File: src/rtl/vga_fb_pkg.sv
// ---------------------------------------------------------------------------
// vga_fb_pkg : shared defaults and enums for the framebuffer arbiter
// Rev 1.0
// ---------------------------------------------------------------------------
`default_nettype none

package vga_fb_pkg;

    localparam int DEF_ADDR_W    = 19;
    localparam int DEF_DATA_W    = 24;
    localparam int DEF_FRAME_PIX = 307200;

    typedef enum logic [1:0] {
        IDLE = 2'd0,
        FILL = 2'd1,
        RUN  = 2'd2
    } fb_state_e;

    typedef enum logic [1:0] {
        GNT_NONE = 2'd0,
        GNT_DISP = 2'd1,
        GNT_HOST = 2'd2
    } fb_gnt_e;

endpackage

`default_nettype wire

File: src/rtl/fb_pixel_fifo.sv
// ---------------------------------------------------------------------------
// fb_pixel_fifo : show-ahead synchronous FIFO with flush and occupancy count
// Rev 1.0
// ---------------------------------------------------------------------------
`default_nettype none

module fb_pixel_fifo #(
    parameter int DATA_W = 24,
    parameter int DEPTH  = 8
) (
    input  logic                       clk,
    input  logic                       arst_n,
    input  logic                       push,
    input  logic [DATA_W-1:0]          push_data,
    input  logic                       pop,
    input  logic                       flush,
    output logic [$clog2(DEPTH):0]     count,
    output logic                       valid,
    output logic [DATA_W-1:0]          head
);

    localparam int PTR_W = $clog2(DEPTH);
    localparam int CNT_W = PTR_W + 1;

    logic [DATA_W-1:0] r_mem [DEPTH];
    logic [PTR_W-1:0]  r_wptr;
    logic [PTR_W-1:0]  r_rptr;
    logic [CNT_W-1:0]  r_count;
    logic              w_push;
    logic              w_pop;

    // A pop on an empty FIFO only acts if a push lands in the same cycle,
    // in which case the arriving entry is consumed straight through.
    assign w_pop  = pop  && ((r_count != '0) || push);
    assign w_push = push && ((r_count != CNT_W'(DEPTH)) || pop);

    always_ff @(posedge clk or negedge arst_n) begin
        if (!arst_n) begin
            r_wptr  <= '0;
            r_rptr  <= '0;
            r_count <= '0;
        end else if (flush) begin
            r_wptr  <= '0;
            r_rptr  <= '0;
            r_count <= '0;
        end else begin
            if (w_push)
                r_wptr <= r_wptr + PTR_W'(1);
            if (w_pop)
                r_rptr <= r_rptr + PTR_W'(1);
            if (w_push && !w_pop)
                r_count <= r_count + CNT_W'(1);
            else if (w_pop && !w_push)
                r_count <= r_count - CNT_W'(1);
        end
    end

    always_ff @(posedge clk) begin
        if (w_push && !flush)
            r_mem[r_wptr] <= push_data;
    end

    assign count = r_count;
    assign valid = (r_count != '0);
    assign head  = valid ? r_mem[r_rptr] : '0;

endmodule

`default_nettype wire

File: src/rtl/vga_fb_arbiter.sv
// ---------------------------------------------------------------------------
// vga_fb_arbiter : single-port framebuffer scheduler, display prefetch vs host
// Rev 1.0
// ---------------------------------------------------------------------------
`default_nettype none

module vga_fb_arbiter
    import vga_fb_pkg::*;
#(
    parameter int ADDR_W     = DEF_ADDR_W,
    parameter int DATA_W     = DEF_DATA_W,
    parameter int FRAME_PIX  = DEF_FRAME_PIX,
    parameter int FIFO_DEPTH = 8,
    parameter int LOW_WM     = 4
) (
    input  logic              clk,
    input  logic              arst_n,
    input  logic              disp_frame_start,
    input  logic              disp_pop,
    output logic              disp_valid,
    output logic [DATA_W-1:0] disp_pixel,
    output logic [15:0]       disp_underflow_cnt,
    input  logic              host_req,
    input  logic              host_we,
    input  logic [ADDR_W-1:0] host_addr,
    input  logic [DATA_W-1:0] host_wdata,
    output logic              host_gnt,
    output logic              host_rvalid,
    output logic [DATA_W-1:0] host_rdata,
    output logic              mem_en,
    output logic              mem_we,
    output logic [ADDR_W-1:0] mem_addr,
    output logic [DATA_W-1:0] mem_wdata,
    input  logic [DATA_W-1:0] mem_rdata
);

    localparam int CNT_W = $clog2(FIFO_DEPTH) + 1;
    localparam int OCC_W = CNT_W + 1;

    fb_state_e         r_state;
    fb_state_e         w_state_nxt;
    fb_gnt_e           w_gnt;

    logic [ADDR_W-1:0] r_fetch_addr;
    logic [ADDR_W-1:0] w_fetch_cur;
    logic [ADDR_W-1:0] w_fetch_nxt;

    logic              r_s1_disp;
    logic              r_s1_hrd;
    logic              r_s2_disp;
    logic              r_s2_hrd;

    logic              r_mem_en;
    logic              r_mem_we;
    logic [ADDR_W-1:0] r_mem_addr;
    logic [DATA_W-1:0] r_mem_wdata;
    logic              r_host_rvalid;
    logic [DATA_W-1:0] r_host_rdata;
    logic [15:0]       r_underflow;

    logic [CNT_W-1:0]  w_fifo_count;
    logic              w_fifo_valid;
    logic              w_push;
    logic              w_pop;
    logic [OCC_W-1:0]  w_occ;

    // Frame start behaves as an already-flushed FILL cycle so that address 0
    // is issued in the same cycle as the pulse.
    assign w_occ = disp_frame_start ? '0 :
                   OCC_W'(w_fifo_count) + OCC_W'(r_s1_disp) + OCC_W'(r_s2_disp);

    assign w_push = r_s2_disp && !disp_frame_start;
    assign w_pop  = disp_pop  && !disp_frame_start;

    always_ff @(posedge clk or negedge arst_n) begin
        if (!arst_n)
            r_state <= IDLE;
        else
            r_state <= w_state_nxt;
    end

    always_comb begin
        w_state_nxt = r_state;
        if (disp_frame_start)
            w_state_nxt = FILL;
        else if ((r_state == FILL) && (w_occ >= OCC_W'(FIFO_DEPTH)))
            w_state_nxt = RUN;
    end

    always_comb begin
        w_gnt = GNT_NONE;
        if (disp_frame_start) begin
            w_gnt = GNT_DISP;
        end else begin
            case (r_state)
                FILL: begin
                    if (w_occ < OCC_W'(FIFO_DEPTH))
                        w_gnt = GNT_DISP;
                end
                RUN: begin
                    if (w_occ < OCC_W'(LOW_WM))
                        w_gnt = GNT_DISP;
                    else if (host_req)
                        w_gnt = GNT_HOST;
                    else if (w_occ < OCC_W'(FIFO_DEPTH))
                        w_gnt = GNT_DISP;
                end
                default: w_gnt = GNT_NONE;
            endcase
        end
    end

    assign host_gnt = (w_gnt == GNT_HOST);

    always_comb begin
        w_fetch_cur = disp_frame_start ? '0 : r_fetch_addr;
        w_fetch_nxt = w_fetch_cur;
        if (w_gnt == GNT_DISP)
            w_fetch_nxt = (w_fetch_cur == ADDR_W'(FRAME_PIX - 1)) ? '0
                                                                  : w_fetch_cur + ADDR_W'(1);
    end

    // s1 tags the access on mem_* now, s2 the one whose read data is on mem_rdata.
    always_ff @(posedge clk or negedge arst_n) begin
        if (!arst_n) begin
            r_fetch_addr  <= '0;
            r_mem_en      <= 1'b0;
            r_mem_we      <= 1'b0;
            r_mem_addr    <= '0;
            r_mem_wdata   <= '0;
            r_s1_disp     <= 1'b0;
            r_s1_hrd      <= 1'b0;
            r_s2_disp     <= 1'b0;
            r_s2_hrd      <= 1'b0;
            r_host_rvalid <= 1'b0;
            r_host_rdata  <= '0;
            r_underflow   <= '0;
        end else begin
            r_fetch_addr <= w_fetch_nxt;
            r_mem_en     <= (w_gnt != GNT_NONE);
            r_mem_we     <= (w_gnt == GNT_HOST) && host_we;
            r_mem_addr   <= (w_gnt == GNT_HOST) ? host_addr :
                            (w_gnt == GNT_DISP) ? w_fetch_cur : '0;
            r_mem_wdata  <= ((w_gnt == GNT_HOST) && host_we) ? host_wdata : '0;
            r_s1_disp    <= (w_gnt == GNT_DISP);
            r_s1_hrd     <= (w_gnt == GNT_HOST) && !host_we;
            r_s2_disp    <= r_s1_disp && !disp_frame_start;
            r_s2_hrd     <= r_s1_hrd;
            r_host_rvalid <= r_s2_hrd;
            if (r_s2_hrd)
                r_host_rdata <= mem_rdata;
            if (w_pop && !w_fifo_valid && (r_underflow != 16'hFFFF))
                r_underflow <= r_underflow + 16'd1;
        end
    end

    fb_pixel_fifo #(
        .DATA_W (DATA_W),
        .DEPTH  (FIFO_DEPTH)
    ) u_fifo (
        .clk       (clk),
        .arst_n    (arst_n),
        .push      (w_push),
        .push_data (mem_rdata),
        .pop       (w_pop),
        .flush     (disp_frame_start),
        .count     (w_fifo_count),
        .valid     (w_fifo_valid),
        .head      (disp_pixel)
    );

    assign disp_valid         = w_fifo_valid;
    assign disp_underflow_cnt = r_underflow;
    assign host_rvalid        = r_host_rvalid;
    assign host_rdata         = r_host_rdata;
    assign mem_en             = r_mem_en;
    assign mem_we             = r_mem_we;
    assign mem_addr           = r_mem_addr;
    assign mem_wdata          = r_mem_wdata;

endmodule

`default_nettype wire

File: config.mk
export PLATFORM = sky130hd
export DESIGN_NAME = vga_fb_arbiter
export DESIGN_NICKNAME = d
export VERILOG_FILES = /design/src/rtl/vga_fb_pkg.sv /design/src/rtl/fb_pixel_fifo.sv /design/src/rtl/vga_fb_arbiter.sv
export SDC_FILE = /design/constraint.sdc
export NUM_CORES = 1
export LEC_CHECK = 0
export BUFFER_PORTS_ARGS = -buffer_cell sky130_fd_sc_hd__buf_2
export CAP_MARGIN = 40
export CORE_UTILIZATION = 55
export CTS_CLUSTER_DIAMETER = 120
export CTS_CLUSTER_SIZE = 30
export DETAILED_ROUTE_END_ITERATION = 12
export PLACE_DENSITY = 0.76
export SLEW_MARGIN = 10
export SYNTH_ARGS = -nofsm -noshare
export SYNTH_HDL_FRONTEND = slang
export SYNTH_SLANG_ARGS = --single-unit
File: constraint.sdc
create_clock -name clk -period 6.8 [get_ports clk]
set_input_delay 1.02 -clock clk [delete_from_list [all_inputs] [get_ports clk]]
set_output_delay 1.02 -clock clk [all_outputs]
set_load 0.02 [all_outputs]
## Yosys cells after proc, flatten, opt, wreduce, memory -nomap -nowiden

Memories as Yosys holds them, arrays and structs flattened.
Index checks and enable logic that the tools add are counted.

| word-level totals | value |
|---|---|
| register bits after elaboration | 121 |
| memories | 1 |
| word-level logic and storage cells | 85 |
| memory bits (writable) | 192 |
| input bits | 73 |
| output and inout port bits | 112 |

| operators by class | value |
|---|---|
| add/subtract/negate cells | 8 |
| $lt $le $gt $ge | 3 |
| reduce and logical (&&, ||, !) cells | 26 |
| equal/unequal tests | 7 |
| muxes and demuxes | 24 |

Memory list:

| name | depth | width | rd ports | clocked after Yosys merged registers in | write ports | RTL line | source |
|---|---|---|---|---|---|---|---|
| u_fifo.r_mem | 8 | 24 | 1 | 0 | 1 | fb_pixel_fifo.sv:25 | `logic [DATA_W-1:0] r_mem [DEPTH];` |

Operator list:

| operator | count |
|---|---|
| 19-bit 2-to-1 mux | 5 |
| 24-bit 2-to-1 mux | 2 |
| 19-bit by 1-bit adder with 19-bit output, second input constant | 1 |
| 19-bit equality test, second input constant | 1 |
| 16-bit by 1-bit adder with 16-bit output, second input constant | 1 |
| 16-bit inequality test, second input constant | 1 |
| 1-bit logical AND | 13 |
| 3-bit 2-to-1 mux | 4 |
| 4-bit 2-to-1 mux | 3 |
| 2-bit 2-to-1 mux | 5 |
| 2-bit nonzero test | 4 |
| 3-bit by 1-bit adder with 3-bit output, second input constant | 2 |
| 4-bit by 1-bit adder with 5-bit output | 1 |
| 5-bit by 1-bit adder with 5-bit output | 1 |
| 5-bit by 4-bit greater-or-equal comparator with 1-bit output, second input constant | 1 |
| 1-bit logical NOT | 5 |
| 5-bit by 3-bit < comparator with 1-bit output, second input constant | 1 |
| 5-bit by 4-bit < comparator with 1-bit output, second input constant | 1 |
| 5-bit 2-to-1 mux | 1 |
| 4-bit by 1-bit adder with 4-bit output, second input constant | 1 |
| 2-bit by 1-bit equality test with 1-bit output, second input constant | 2 |
| 2-bit equality test, second input constant | 2 |
| 4-bit inequality test, second input constant | 1 |
| 2-bit one-hot mux with 2 select lines | 1 |
| other kinds (5) | 8 |

## Logic depth before layout (Yosys ltp)

| depth | value |
|---|---|
| depth in word-level cells | 12 |
| depth in mapped cells | 11 |
| depth with buffers taken out | 10 |

## Hierarchy

From an unflattened synthesis, not the netlist that was laid out.

| unflattened totals | value |
|---|---|
| cell total of the unflattened synthesis | 767 |
| area, all modules | 12,684.7 µm² |

By module, submodules not included:

| module | sequential area each (µm²) | cells an instance | instances | area an instance (µm²) |
|---|---|---|---|---|
| fb_pixel_fifo | 6,015.8 | 378 | 1 | 7,997.7 |
| vga_fb_arbiter | 2,777.7 | 389 | 1 | 4,687.0 |

## Least setup slack after synthesis

Ideal clock, no wire load.

| path | value |
|---|---|
| kind | input-to-reg |
| from | input port disp_frame_start |
| to | memory u_fifo.r_mem[0][0], enable pin |
| path buffers | 2 |
| library setup time | 0.435 ns |
| arrival | 3.466 ns |
| slack | 2.899 ns |
| cell stages on the path | 4 |
| cell sequence | buf_2 > buf_1 > or3_1 > nor3_1 |

| between the ends | value |
|---|---|
| longest elaborated chain between the ends | 7 |
| elaborated cells between the ends (all ways) | 8 |
| those cells by class | mux (2); reduce/logical (6) |

RTL lines:

| item | RTL line | source |
|---|---|---|
| start: declaration | vga_fb_arbiter.sv:18 | `input logic disp_frame_start,` |
| 1-bit logical NOT * | fb_pixel_fifo.sv:59, vga_fb_arbiter.sv:72, vga_fb_arbiter.sv:73 |  |
| 1-bit logical AND | vga_fb_arbiter.sv:73 | `assign w_pop = disp_pop && !disp_frame_start;` |
| 1-bit logical OR | fb_pixel_fifo.sv:35 | `assign w_push = push && ((r_count != CNT_W'(DEPTH)) \|\| pop);` |
| 1-bit logical AND | fb_pixel_fifo.sv:35 |  |
| 1-bit logical AND * | fb_pixel_fifo.sv:59 | `if (w_push && !flush)` |
| 1-bit 2-to-1 mux * | fb_pixel_fifo.sv:59 |  |
| 1-bit 2-to-1 mux (implied by the code) * | fb_pixel_fifo.sv:60 | `r_mem[r_wptr] <= push_data;` |
| end: declaration | fb_pixel_fifo.sv:25 |  |

Mark *: on every way between the ends. The rest lies on a longest branch, timed or not.

## Final worst setup path

| path | value |
|---|---|
| from | input port disp_frame_start |
| to | output port host_gnt |

| between the ends | value |
|---|---|
| longest elaborated chain between the ends | 8 |
| elaborated cells between the ends (all ways) | 9 |
| those cells by class | order compare (2); eq/ne (1); mux (6) |

RTL lines:

| item | RTL line | source |
|---|---|---|
| 5-bit 2-to-1 mux | vga_fb_arbiter.sv:69 | `assign w_occ = disp_frame_start ? '0 :` |
| 5-bit by 4-bit < comparator with 1-bit output | vga_fb_arbiter.sv:97, vga_fb_arbiter.sv:105 |  |
| 1-bit 2-to-1 mux | vga_fb_arbiter.sv:97, vga_fb_arbiter.sv:105 |  |
| 2-bit 2-to-1 mux | vga_fb_arbiter.sv:103 | `else if (host_req)` |
| 2-bit 2-to-1 mux | vga_fb_arbiter.sv:101 | `if (w_occ < OCC_W'(LOW_WM))` |
| 2-bit one-hot mux with 2 select lines | vga_fb_arbiter.sv:95 | `case (r_state)` |
| 2-bit 2-to-1 mux * | vga_fb_arbiter.sv:92 | `if (disp_frame_start) begin` |
| 2-bit equality test * | vga_fb_arbiter.sv:113 | `assign host_gnt = (w_gnt == GNT_HOST);` |
| end: declaration | vga_fb_arbiter.sv:27 | `output logic host_gnt,` |

Marked as above.

==> impl_metrics.ini <==
[outcome]
status = complete, no violations

[clocking]
path_clk_slew_ns = 0.11
cts_resized = 0
cts_tree = done
postCtsHoldBufs = 0
clk_latency_ns = 0.50
cts_buffers = 14
clockRootBuffer = clkbuf_16
cts_num_sinks = 313
clockBufferDepth = 3
h-tree-depth = 1
post_cts_buffers = 0

[final_layout]
diodes = 0
final_nets = 1038
synthToLayoutAreaGrowth_pct = 14.52
layout-drive-gt1-share_pct = 32.19

[die]
row_count = 55
ios = 185
die_h_um = 153.9
core-area_um2 = 22640
initial_core_util_pct = 56.02
dieWidth_um = 153.9
dieArea_um2 = 23670

[routing]
routedWlPerCell_um = 20.25
first_pass_iters = 4
vias_per_cell = 5.856
vias = 7308
drt_iter0_drc = 436
ant_nets = 0
post-route-drc-count = 0
routed_wirelength_um = 25270

[worst_setup_path]
worst-path-buf-inv = 3
cp_data_required_time_ns = 5.78
critical_path_class = in -> out
cp_max_fo = 41
crit_path_end_kind = primary output
cp_top_family = buffers and inverters
cp_slowest_cell = buf_2
startpoint_type = input port
cp_cell_sequence = buf_2 > inv_1 > a221oi_2 > o22ai_1 > and2_1 > buf_2
critical-path-max-stage-delay_ns = 0.55
cpMostUsedCell = buf_2
worstPathArrival_ns = 3.42

[sta]
finalCriticalPeriod_ns = 4.436
hold_violations = 0
slew_headroom_pct = 42.80
fmax_mhz = 225.5
maxSlewViolCount = 0
setup-tns-final_ns = 0
skew_ns = 0.02012
worst_pin_slew_ns = 0.8563
finalSetupViolCount = 0
fin_crit_sh_pct = 65.23
rsz0062_at_grt = no
whs_ns = 0.3647

[global_routing]
grt_pass1_vias = 7424
grtUsageTotal_pct = 21.87
grt_max_degree = 66
grt_first_pass_wirelength_um = 40300
grt_overflow = 0
antenna_found_initial = 0

[place]
hpwlAfterDp_um = 16200
port_buffers = 184
gp_congestion = 0.7888

[pwr]
ir_drop_mv = 0.2231
power_uw = 4470
powerDensity_nw_per_um2 = 307.8
p_leak_uw = 0.005822

[logic_synthesis]
synth.avg_cell_area_um2 = 16.30
ys_seq_elements = 313
synth_edf_count = 192
synth_cells = 778
synth_cell_types = 61
syn-cell-area_um2 = 12680
async_flop_share_pct = 38.66
syn_nets = 861
ys_dominant_reg_cell = edfxtp_1
yosys_warnings = 0
yosysSeqAreaShare_pct = 69.34

[worst_hold_path]
hold_class = reg -> reg

[run]
max-cap-violations = 0
## cell families (layout without fill, tap and decap cells)
logic type | after synthesis | in the layout | share of synthesized area [%]
and+or+nand+nor | 201 | 201 | 8.692
adders and majority gates | 10 | 10 | 1.046
buffers and inverters | 53 | 238 | 1.697
muxes | 102 | 102 | 13.04
DFF | 313 | 313 | 69.34
xor gates and xnor gates | 21 | 21 | 1.450
AOI/OAI and AO/OA | 78 | 78 | 4.736
## flip-flops by register name (all words and copies together) (netlist names)
name / count
mem_wdata: 24
u_fifo.r_wptr: 3
disp_underflow_cnt: 16
r_state: 2
mem_addr: 19
u_fifo.r_mem: 192
u_fifo.r_rptr: 3
host_rvalid: 1
r_s1_disp: 1
r_s2_disp: 1
mem_we: 1
r_s2_hrd: 1
u_fifo.count: 4
r_s1_hrd: 1
host_rdata: 24
r_fetch_addr: 19
mem_en: 1
## cells in the final DEF (no fill, tap or decap), types with 10 or more instances in the layout
master,netlist,layout
inv_1,14,14
and2_1,27,27
a21oi_1,14,14
dfrtp_1,121,118
o31ai_1,10,10
a22o_1,17,17
edfxtp_1,192,192
buf_2,13,183
nor2_1,52,46
nand3_1,19,19
nor2b_1,10,10
clkbuf_16,0,15
mux4_2,48,48
mux2_2,26,26
buf_4,0,10
nand2_1,31,31
xnor2_1,12,12
mux2i_1,28,28
## routing by layer
metal	vias up	GRT usage, %	routed length (um)
met2	269	36.77	12340
met5	-	0	0
met1	3684	30.15	10720
met3	27	4.453	1890
met4	0	3.762	320
li1	3328	-	-
## worst paths after layout
kind	startpoint	end	slack, ns	cells after the start
worst max-delay path	disp_frame_start	host_gnt	2.36	6
worst min-delay path	r_s1_hrd	r_s2_hrd	0.36	0
worst max register to register	u_fifo.count[1]	u_fifo.count[3]	3.38	11
worst min register to register	r_s1_hrd	r_s2_hrd	0.36	0
max in group asynchronous	arst_n	u_fifo.count[3]	5.29	3
min in group asynchronous	arst_n	r_s1_disp	0.57	1
## cells in the mapped netlist, types with 10 or more instances
cell | number | area (um^2)
dfrtp_1 | 121 | 3028
a22o_1 | 17 | 148.9
mux2_2 | 26 | 292.8
clkbuf_1 | 20 | 75.07
nor2_1 | 52 | 195.2
mux2i_1 | 28 | 280.3
o31ai_1 | 10 | 75.07
buf_2 | 13 | 65.06
mux4_2 | 48 | 1081
inv_1 | 14 | 52.55
xnor2_1 | 12 | 105.1
edfxtp_1 | 192 | 5766
nand3_1 | 19 | 95.09
and2_1 | 27 | 168.9
nand2_1 | 31 | 116.4
nor2b_1 | 10 | 62.56
a21oi_1 | 14 | 70.07
## report_power, final
part / leakage, uW / total [uW] / switching (uW) / internal [uW]
clock: 0.000204 / 988 / 563 / 425
sequential: 0.00338 / 2220 / 96.5 / 2120
combinational: 0.00223 / 1260 / 777 / 485
## metrics by stage
| stage | instances | instance area, um^2 | worst slack (ns) | util [%] |
|---|---|---|---|---|
| floorplan | 778 | 12680 | 2.899 | - |
| global placement | 1217 | 13930 | 2.456 | 61.52 |
| detailed placement | 1224 | 14100 | 2.383 | 62.27 |
| CTS | 1248 | 14520 | 2.352 | 64.15 |
| global route | 1248 | 14520 | 2.176 | 64.15 |
| finish | 1248 | 14520 | 2.364 | 64.15 |
## area by class of cell
class / instances / area [um^2]
clock buffer: 23 / 405.4
clock inverter: 1 / 20.02
fill: 1598 / 8117
inverter: 14 / 52.55
multi-input combinational: 412 / 3729
sequential: 313 / 8800
tap: 285 / 356.6
timing repair buffer: 200 / 1161
Power figures use the tool's default switching activity.
